### src/rtl/serial_fa_mult_pkg.sv
// Shared types and constants for the bit-serial full-adder multiplier.
package serial_fa_mult_pkg;

    // Sequencer states: accept, bit-serial add, shift, hold result.
    typedef enum logic [1:0] {
        StIdle  = 2'd0,
        StAdd   = 2'd1,
        StShift = 2'd2,
        StDone  = 2'd3
    } state_t;

    // Edges from operand acceptance to entry into the done state:
    // w iterations of (w add cycles + 1 shift cycle).
    function automatic int unsigned latency_cycles(input int unsigned w);
        return w * (w + 1);
    endfunction

endpackage

### src/rtl/serial_fa_mult_if.sv
// Operand/product valid-ready handshake bundle for serial_fa_mult.
interface serial_fa_mult_if #(
    parameter int unsigned W = 8
);
    logic           in_valid;
    logic           in_ready;
    logic [W-1:0]   a_in;
    logic [W-1:0]   b_in;
    logic           out_valid;
    logic           out_ready;
    logic [2*W-1:0] product;

    // Producer/consumer side (drives operands, accepts products).
    modport master (
        output in_valid,
        output a_in,
        output b_in,
        output out_ready,
        input  in_ready,
        input  out_valid,
        input  product
    );

    // Multiplier side.
    modport slave (
        input  in_valid,
        input  a_in,
        input  b_in,
        input  out_ready,
        output in_ready,
        output out_valid,
        output product
    );

endinterface

### src/rtl/fa.sv
// Library single-bit full adder cell.
module fa (
    input  logic a,
    input  logic b,
    input  logic c,
    output logic sum,
    output logic cout
);

    assign sum  = a ^ b ^ c;
    assign cout = (a & b) | (c & (a ^ b));

endmodule

### src/rtl/serial_fa_mult.sv
// Area-minimal unsigned shift-add multiplier: one full adder sequenced
// bit-serially (LSB first) over W-bit rotating registers.
// Fixed latency of W*(W+1) cycles from acceptance to result.
module serial_fa_mult
    import serial_fa_mult_pkg::*;
#(
    parameter int unsigned W = 8
) (
    input logic             clk,
    input logic             rst,
    serial_fa_mult_if.slave bus
);

    localparam int unsigned   CntW    = (W > 1) ? $clog2(W) : 1;
    localparam logic [CntW-1:0] LastIdx = CntW'(W - 1);

    state_t          state_q,   state_d;
    logic [W-1:0]    mcand_q,   mcand_d;
    logic [W-1:0]    hi_q,      hi_d;
    logic [W-1:0]    lo_q,      lo_d;
    logic            carry_q,   carry_d;
    logic [CntW-1:0] bitcnt_q,  bitcnt_d;
    logic [CntW-1:0] itercnt_q, itercnt_d;

    logic fa_b;
    logic fa_sum;
    logic fa_cout;

    // Partial-product bit: multiplicand bit gated by the current multiplier bit.
    // The add always runs (adding 0 when lo[0]=0) so latency is constant.
    assign fa_b = mcand_q[0] & lo_q[0];

    fa u_fa (
        .a    (hi_q[0]),
        .b    (fa_b),
        .c    (carry_q),
        .sum  (fa_sum),
        .cout (fa_cout)
    );

    // {hi,lo} is left untouched in idle, so the product holds until the next
    // acceptance without a separate output register.
    assign bus.in_ready  = (state_q == StIdle);
    assign bus.out_valid = (state_q == StDone);
    assign bus.product   = {hi_q, lo_q};

    // Next-state and datapath update for the serial sequencer.
    always_comb begin
        state_d   = state_q;
        mcand_d   = mcand_q;
        hi_d      = hi_q;
        lo_d      = lo_q;
        carry_d   = carry_q;
        bitcnt_d  = bitcnt_q;
        itercnt_d = itercnt_q;

        case (state_q)
            StIdle: begin
                if (bus.in_valid) begin
                    mcand_d   = bus.a_in;
                    lo_d      = bus.b_in;
                    hi_d      = '0;
                    carry_d   = 1'b0;
                    bitcnt_d  = '0;
                    itercnt_d = '0;
                    state_d   = StAdd;
                end
            end
            StAdd: begin
                // hi rotates through the adder; after W cycles it holds the
                // low W bits of hi + (lo[0] ? mcand : 0), with the overflow in carry.
                hi_d    = {fa_sum, hi_q[W-1:1]};
                mcand_d = {mcand_q[0], mcand_q[W-1:1]};
                carry_d = fa_cout;
                if (bitcnt_q == LastIdx) begin
                    bitcnt_d = '0;
                    state_d  = StShift;
                end else begin
                    bitcnt_d = bitcnt_q + CntW'(1);
                end
            end
            StShift: begin
                // Shift {carry,hi,lo} right by one: carry lands in hi's MSB and
                // the retired accumulator bit moves into the product low half.
                hi_d    = {carry_q, hi_q[W-1:1]};
                lo_d    = {hi_q[0], lo_q[W-1:1]};
                carry_d = 1'b0;
                if (itercnt_q == LastIdx) begin
                    state_d = StDone;
                end else begin
                    itercnt_d = itercnt_q + CntW'(1);
                    state_d   = StAdd;
                end
            end
            StDone: begin
                if (bus.out_ready) begin
                    state_d = StIdle;
                end
            end
            default: begin
                state_d = StIdle;
            end
        endcase
    end

    // State and datapath registers; synchronous reset discards any operation.
    always_ff @(posedge clk) begin
        if (rst) begin
            state_q   <= StIdle;
            mcand_q   <= '0;
            hi_q      <= '0;
            lo_q      <= '0;
            carry_q   <= 1'b0;
            bitcnt_q  <= '0;
            itercnt_q <= '0;
        end else begin
            state_q   <= state_d;
            mcand_q   <= mcand_d;
            hi_q      <= hi_d;
            lo_q      <= lo_d;
            carry_q   <= carry_d;
            bitcnt_q  <= bitcnt_d;
            itercnt_q <= itercnt_d;
        end
    end

endmodule

### src/flat_wrapper.sv
// flat-port wrapper written by rule: the top's interface ports become plain ports
module serial_fa_mult_flat import serial_fa_mult_pkg::*;
#(
    parameter int unsigned W = 8
)
  (clk, rst, bus_in_valid, bus_a_in, bus_b_in, bus_out_ready, bus_in_ready, bus_out_valid, bus_product);
  serial_fa_mult_if #(.W(W)) bus_i ();
  input logic clk;
  input logic rst;
  input wire logic [$bits(bus_i.in_valid)-1:0] bus_in_valid;
  input wire logic [$bits(bus_i.a_in)-1:0] bus_a_in;
  input wire logic [$bits(bus_i.b_in)-1:0] bus_b_in;
  input wire logic [$bits(bus_i.out_ready)-1:0] bus_out_ready;
  output wire logic [$bits(bus_i.in_ready)-1:0] bus_in_ready;
  output wire logic [$bits(bus_i.out_valid)-1:0] bus_out_valid;
  output wire logic [$bits(bus_i.product)-1:0] bus_product;
  assign bus_i.in_valid = bus_in_valid;
  assign bus_i.a_in = bus_a_in;
  assign bus_i.b_in = bus_b_in;
  assign bus_i.out_ready = bus_out_ready;
  assign bus_in_ready = bus_i.in_ready;
  assign bus_out_valid = bus_i.out_valid;
  assign bus_product = bus_i.product;
  serial_fa_mult #(.W(W)) u_core (.clk(clk), .rst(rst), .bus(bus_i));
endmodule
### config.mk
export PLATFORM = sky130hd
export DESIGN_NAME = serial_fa_mult_flat
export DESIGN_NICKNAME = d
export VERILOG_FILES = /design/src/rtl/serial_fa_mult_pkg.sv /design/src/rtl/serial_fa_mult_if.sv /design/src/rtl/fa.sv /design/src/rtl/serial_fa_mult.sv /design/src/flat_wrapper.sv
export SDC_FILE = /design/constraint.sdc
export NUM_CORES = 1
export LEC_CHECK = 0
export BUFFER_PORTS_ARGS = -buffer_cell sky130_fd_sc_hd__buf_2
export CORE_MARGIN = 2
export CORE_UTILIZATION = 39
export DETAILED_ROUTE_END_ITERATION = 8
export GPL_TIMING_DRIVEN = 0
export SYNTH_ARGS = -nofsm -noshare
export SYNTH_HDL_FRONTEND = slang
export SYNTH_SLANG_ARGS = --single-unit
### constraint.sdc
create_clock -name clk -period 3.1 [get_ports clk]
set_input_delay 0.155 -clock clk [delete_from_list [all_inputs] [get_ports clk]]
set_output_delay 0.155 -clock clk [all_outputs]
set_load 0.03 [all_outputs]
==> impl_results.html <==
<table>
<tr><th>Metric</th><th>Value</th></tr>
<tr><th colspan="2">Final layout</th></tr>
<tr><td>Ratio of cells with drive above 1 in the final layout</td><td>25.1%</td></tr>
<tr><td>Core occupancy in the finished layout</td><td>roughly half</td></tr>
<tr><td>Antenna diode count</td><td>0</td></tr>
<tr><td>Total Nets Final</td><td>about 240</td></tr>
<tr><td>Post-route insts no fill</td><td>around 270</td></tr>
<tr><td>Syn-to-layout area delta</td><td>20.3%</td></tr>
<tr><td>Number of fillers in the final layout</td><td>roughly 410</td></tr>
<tr><th colspan="2">Critical path</th></tr>
<tr><td>Critical path buffers and inverters</td><td>2</td></tr>
<tr><td>Setup crit end kind</td><td>register</td></tr>
<tr><td>Cells along the critical path</td><td>inv_1 &gt; ha_1 &gt; clkbuf_2 &gt; mux2i_2 &gt; or3b_1 &gt; a21oi_1</td></tr>
<tr><td>Cell family contributing the most delay on the critical path</td><td>multiplexers</td></tr>
<tr><td>Worst setup path category</td><td>reg2reg</td></tr>
<tr><td>Critical path data required time</td><td>approximately 3.3 ns</td></tr>
<tr><td>Worst Setup Start Kind</td><td>register</td></tr>
<tr><td>Slowest cell on the critical path</td><td>mux2i_2</td></tr>
<tr><td>Worst reg2reg setup slack</td><td>~1.3 ns</td></tr>
<tr><td>Crit path largest cell delay</td><td>approximately 0.47 ns</td></tr>
<tr><td>Largest driver fanout on the critical path</td><td>10</td></tr>
<tr><td>Critical Path AT</td><td>around 2.0 ns</td></tr>
<tr><th colspan="2">GRT</th></tr>
<tr><td>Maximum number of pins on one net before global-route repair</td><td>11</td></tr>
<tr><td>Number of antenna violations at the first check in global routing</td><td>0</td></tr>
<tr><td>Number of global-route vias before repair</td><td>1257</td></tr>
<tr><td>All-layer global routing usage</td><td>between 10% and 20%</td></tr>
<tr><td>First-pass GRT wire length</td><td>about 5800 microns</td></tr>
<tr><td>Grt ovf</td><td>0</td></tr>
<tr><th colspan="2">Logic synthesis</th></tr>
<tr><td>Count of synthesis-stage warnings from yosys</td><td>0</td></tr>
<tr><td>Proportion of synthesized flip-flops having asynchronous set or reset</td><td>0%</td></tr>
<tr><td>Number of instances in the synthesized netlist</td><td>around 170</td></tr>
<tr><td>Sequential-to-total area share from yosys stat</td><td>roughly 41%</td></tr>
<tr><td>Register bit total from synthesis</td><td>33</td></tr>
<tr><td>Number of synthesized flops with an enable pin</td><td>0</td></tr>
<tr><td>Number of distinct library cell variants in the gate-level netlist after synthesis</td><td>33</td></tr>
<tr><td>Post-Syn Nets</td><td>201</td></tr>
<tr><td>Cell area after technology mapping</td><td>approximately 1600 sq um</td></tr>
<tr><td>Most used flip-flop cell after synthesis</td><td>dfxtp_1</td></tr>
<tr><td>Average footprint of a synthesized cell</td><td>~9.4 sq um</td></tr>
<tr><th colspan="2">Routing</th></tr>
<tr><td>DRC viols</td><td>0</td></tr>
<tr><td>Vias/cell</td><td>5.20</td></tr>
<tr><td>Initial DRC Count</td><td>59</td></tr>
<tr><td>Via count</td><td>1377</td></tr>
<tr><td>WL final</td><td>between 3000 and 4000 microns</td></tr>
<tr><td>Per-cell routed wire length</td><td>around 13 microns</td></tr>
<tr><td>Count of nets left with antenna violations after detail routing</td><td>0</td></tr>
<tr><td>Detailed-router iteration count before antenna repair</td><td>4</td></tr>
<tr><th colspan="2">Clock network</th></tr>
<tr><td>Clock slew at reported path FFs</td><td>0.07 ns</td></tr>
<tr><td>Number of buffers on the longest clock path</td><td>2</td></tr>
<tr><td>Maximum level of the CTS H-tree</td><td>2</td></tr>
<tr><td>Clock tree from TritonCTS</td><td>done</td></tr>
<tr><td>Number of buffers inserted by post-CTS setup repair</td><td>0</td></tr>
<tr><td>Clock buffers created by TritonCTS</td><td>5</td></tr>
<tr><td>Cell chosen for the clock root</td><td>clkbuf_8</td></tr>
<tr><td>Resize count post-CTS</td><td>0</td></tr>
<tr><td>Clock insertion delay at the later pin of the skew report</td><td>around 0.28 ns</td></tr>
<tr><td>CTS hold repair buffers</td><td>0</td></tr>
<tr><td>Number of sinks on the clock net</td><td>33</td></tr>
<tr><th colspan="2">Pwr</th></tr>
<tr><td>Largest voltage drop on the vdd net</td><td>approximately 0.00043 V</td></tr>
<tr><td>Pwr Density</td><td>just over 800 nW/um^2</td></tr>
<tr><td>LEAKAGE</td><td>between 0.8 and 0.9 nW</td></tr>
<tr><th colspan="2">Floorplanning</th></tr>
<tr><td># IOs</td><td>38</td></tr>
<tr><td>Die height</td><td>approximately 68 microns</td></tr>
<tr><td>Floorplan row count</td><td>23</td></tr>
<tr><td>Standard cell core area</td><td>around 4000 sq um</td></tr>
<tr><td>Chip width</td><td>about 68 microns</td></tr>
<tr><td>Die Area</td><td>roughly 4700 sq um</td></tr>
<tr><td>Initial core utilization</td><td>40.5%</td></tr>
<tr><th colspan="2">Timing</th></tr>
<tr><td>Post-layout minimum cycle time</td><td>about 1.8 ns</td></tr>
<tr><td>Crit share post-route</td><td>approximately 59%</td></tr>
<tr><td>Worst Tran Pin Value</td><td>~0.53 ns</td></tr>
<tr><td>Fmax</td><td>550 MHz</td></tr>
<tr><td>Post-layout worst setup margin</td><td>roughly 1.3 ns</td></tr>
<tr><td>Sum of negative setup slack</td><td>0 ns</td></tr>
<tr><td>Finish-stage setup viols</td><td>0</td></tr>
<tr><td>Endpoints failing hold</td><td>0</td></tr>
<tr><td>Unrepaired setup endpoints after global routing</td><td>false</td></tr>
<tr><td>Skew final</td><td>between 0.006 and 0.007 ns</td></tr>
<tr><td>Slew Limit Fails</td><td>0</td></tr>
<tr><td>Worst slew margin relative to its limit</td><td>between 60% and 70%</td></tr>
<tr><th colspan="2">Min path</th></tr>
<tr><td>Path type of the worst min-delay path</td><td>in2reg</td></tr>
<tr><th colspan="2">Placement</th></tr>
<tr><td>Worst setup slack before clock tree synthesis</td><td>around 1.3 ns</td></tr>
<tr><td>Final weighted congestion in routability-driven placement</td><td>about 0.84</td></tr>
<tr><td>Number of instances in the placed design</td><td>between 200 and 300</td></tr>
<tr><td>DP Wirelength</td><td>around 2600 microns</td></tr>
<tr><td>Count of buffers inserted at the top-level ports</td><td>36</td></tr>
<tr><th colspan="2">Outcome</th></tr>
<tr><td>Run status</td><td>finished clean</td></tr>
<tr><th colspan="2">Job</th></tr>
<tr><td>Number of maximum-capacitance constraint violations</td><td>0</td></tr>
</table>
layout make-up:
type	count	area (sq um)	share of cell area [%]
Multi-Input combinational cell	121	868	44.6
Sequential cell	33	661	33.9
Timing Repair Buffer	36	180	9.25
Clock buffer	7	86.3	4.43
Buffer	14	75.1	3.85
Tap cell	50	62.6	3.21
Inverter	4	15.0	0.771
Yosys cell counts, types with 3 or more instances:
cell,number,area [sq um]
inv_1,4,15.0
nand2b_1,4,25.0
a21oi_1,13,65.1
nand2_1,12,45.0
nor2_1,19,71.3
dfxtp_1,33,661
o2111ai_1,7,61.3
ha_1,8,100
buf_2,5,25.0
clkbuf_1,4,15.0
a211oi_1,16,120
mux2i_1,18,180
o21ai_0,3,15.0
cells by family (layout without fill, tap and decap cells):
kind of cell / count (synthesis) / in the layout / synth area share (%)
AND/OR/NAND/NOR: 45 / 45 / 12.6
adder cells (fa/ha/maj): 9 / 9 / 7.42
buffers and inverters: 18 / 61 / 5.56
multiplexers: 21 / 21 / 13.8
flip-flops: 33 / 33 / 40.8
AO/OA/AOI/OAI: 46 / 46 / 19.8
power breakdown:
group	leakage [nW]	internal (mW)	switching, mW
registers	0.270	0.515	0.0627
logic	0.492	0.256	0.429
clock network	0.0443	0.176	0.145
total	0.807	0.947	0.637
flip-flops by register name (all words and copies together) (netlist names):
signal	count
u_core.mcand_q	8
u_core.carry_q	1
u_core.state_q	2
u_core.bitcnt_q	3
u_core.itercnt_q	3
u_core.lo_q	8
u_core.hi_q	8
through the flow:
step	hold WS [ns]	power, mW	instance area, sq um
final	0.210	1.58	1950
after global routing	0.214	1.70	1950
after CTS	0.203	1.60	1950
after detailed placement	0.463	1.27	1860
after global placement	0.455	1.27	1860
after floorplan	0.389	1.11	1620
metal layers:
layer / GRT usage, % / up-vias / wire length [microns]
met5: 0 / - / 0
met4: 8.00 / 0 / 79
met3: 5.43 / 7 / 153
met2: 25.8 / 25 / 1570
met1: 21.4 / 637 / 1730
li1: - / 708 / -
path summary, 6_finish.rpt:
| check | startpoint | end | cells past startpoint |
|---|---|---|---|
| setup / recovery | u_core.state_q[0]$_SDFFE_PP0P_ | u_core.carry_q$_SDFFE_PP0P_ | 6 |
| hold / removal | bus_b_in[5] | u_core.lo_q[5]$_SDFFE_PP0P_ | 3 |
| setup reg to reg | u_core.state_q[0]$_SDFFE_PP0P_ | u_core.carry_q$_SDFFE_PP0P_ | 6 |
| hold reg to reg | u_core.carry_q$_SDFFE_PP0P_ | u_core.carry_q$_SDFFE_PP0P_ | 2 |
placed cells by master, fill, tap and decap left out:
master and n:
nand2_1 12, a21oi_1 13, or3b_1 1, ha_1 8
buf_6 1, nor3_1 1, clkbuf_1 5, buf_2 41
nand3_1 2, a211oi_1 16, a32oi_1 2, or3_1 1
nor2b_1 2, dfxtp_1 33, mux2i_1 18, nor2_1 19
clkbuf_2 1, inv_1 4, o2111ai_1 7, fa_1 1
a31oi_1 1, a41oi_1 1, o211ai_1 1, o21ai_0 3
mux2_4 2, a311oi_1 1, a41o_1 1, nand2b_1 4
and2_1 2, clkbuf_8 6, nand3b_1 1, buf_4 2
buf_1 1, mux2i_2 1
worst register-to-register path: cells and delay by family, from the launching register on:
family | cells | cell delay (ns)
buffers and inverters | 2 | 0.29
flip-flops | 1 | 0.39
AO/OA/AOI/OAI | 1 | 0.05
adder cells (fa/ha/maj) | 1 | 0.30
multiplexers | 1 | 0.47
AND/OR/NAND/NOR | 1 | 0.19
(Power assumes the default switching activity.)
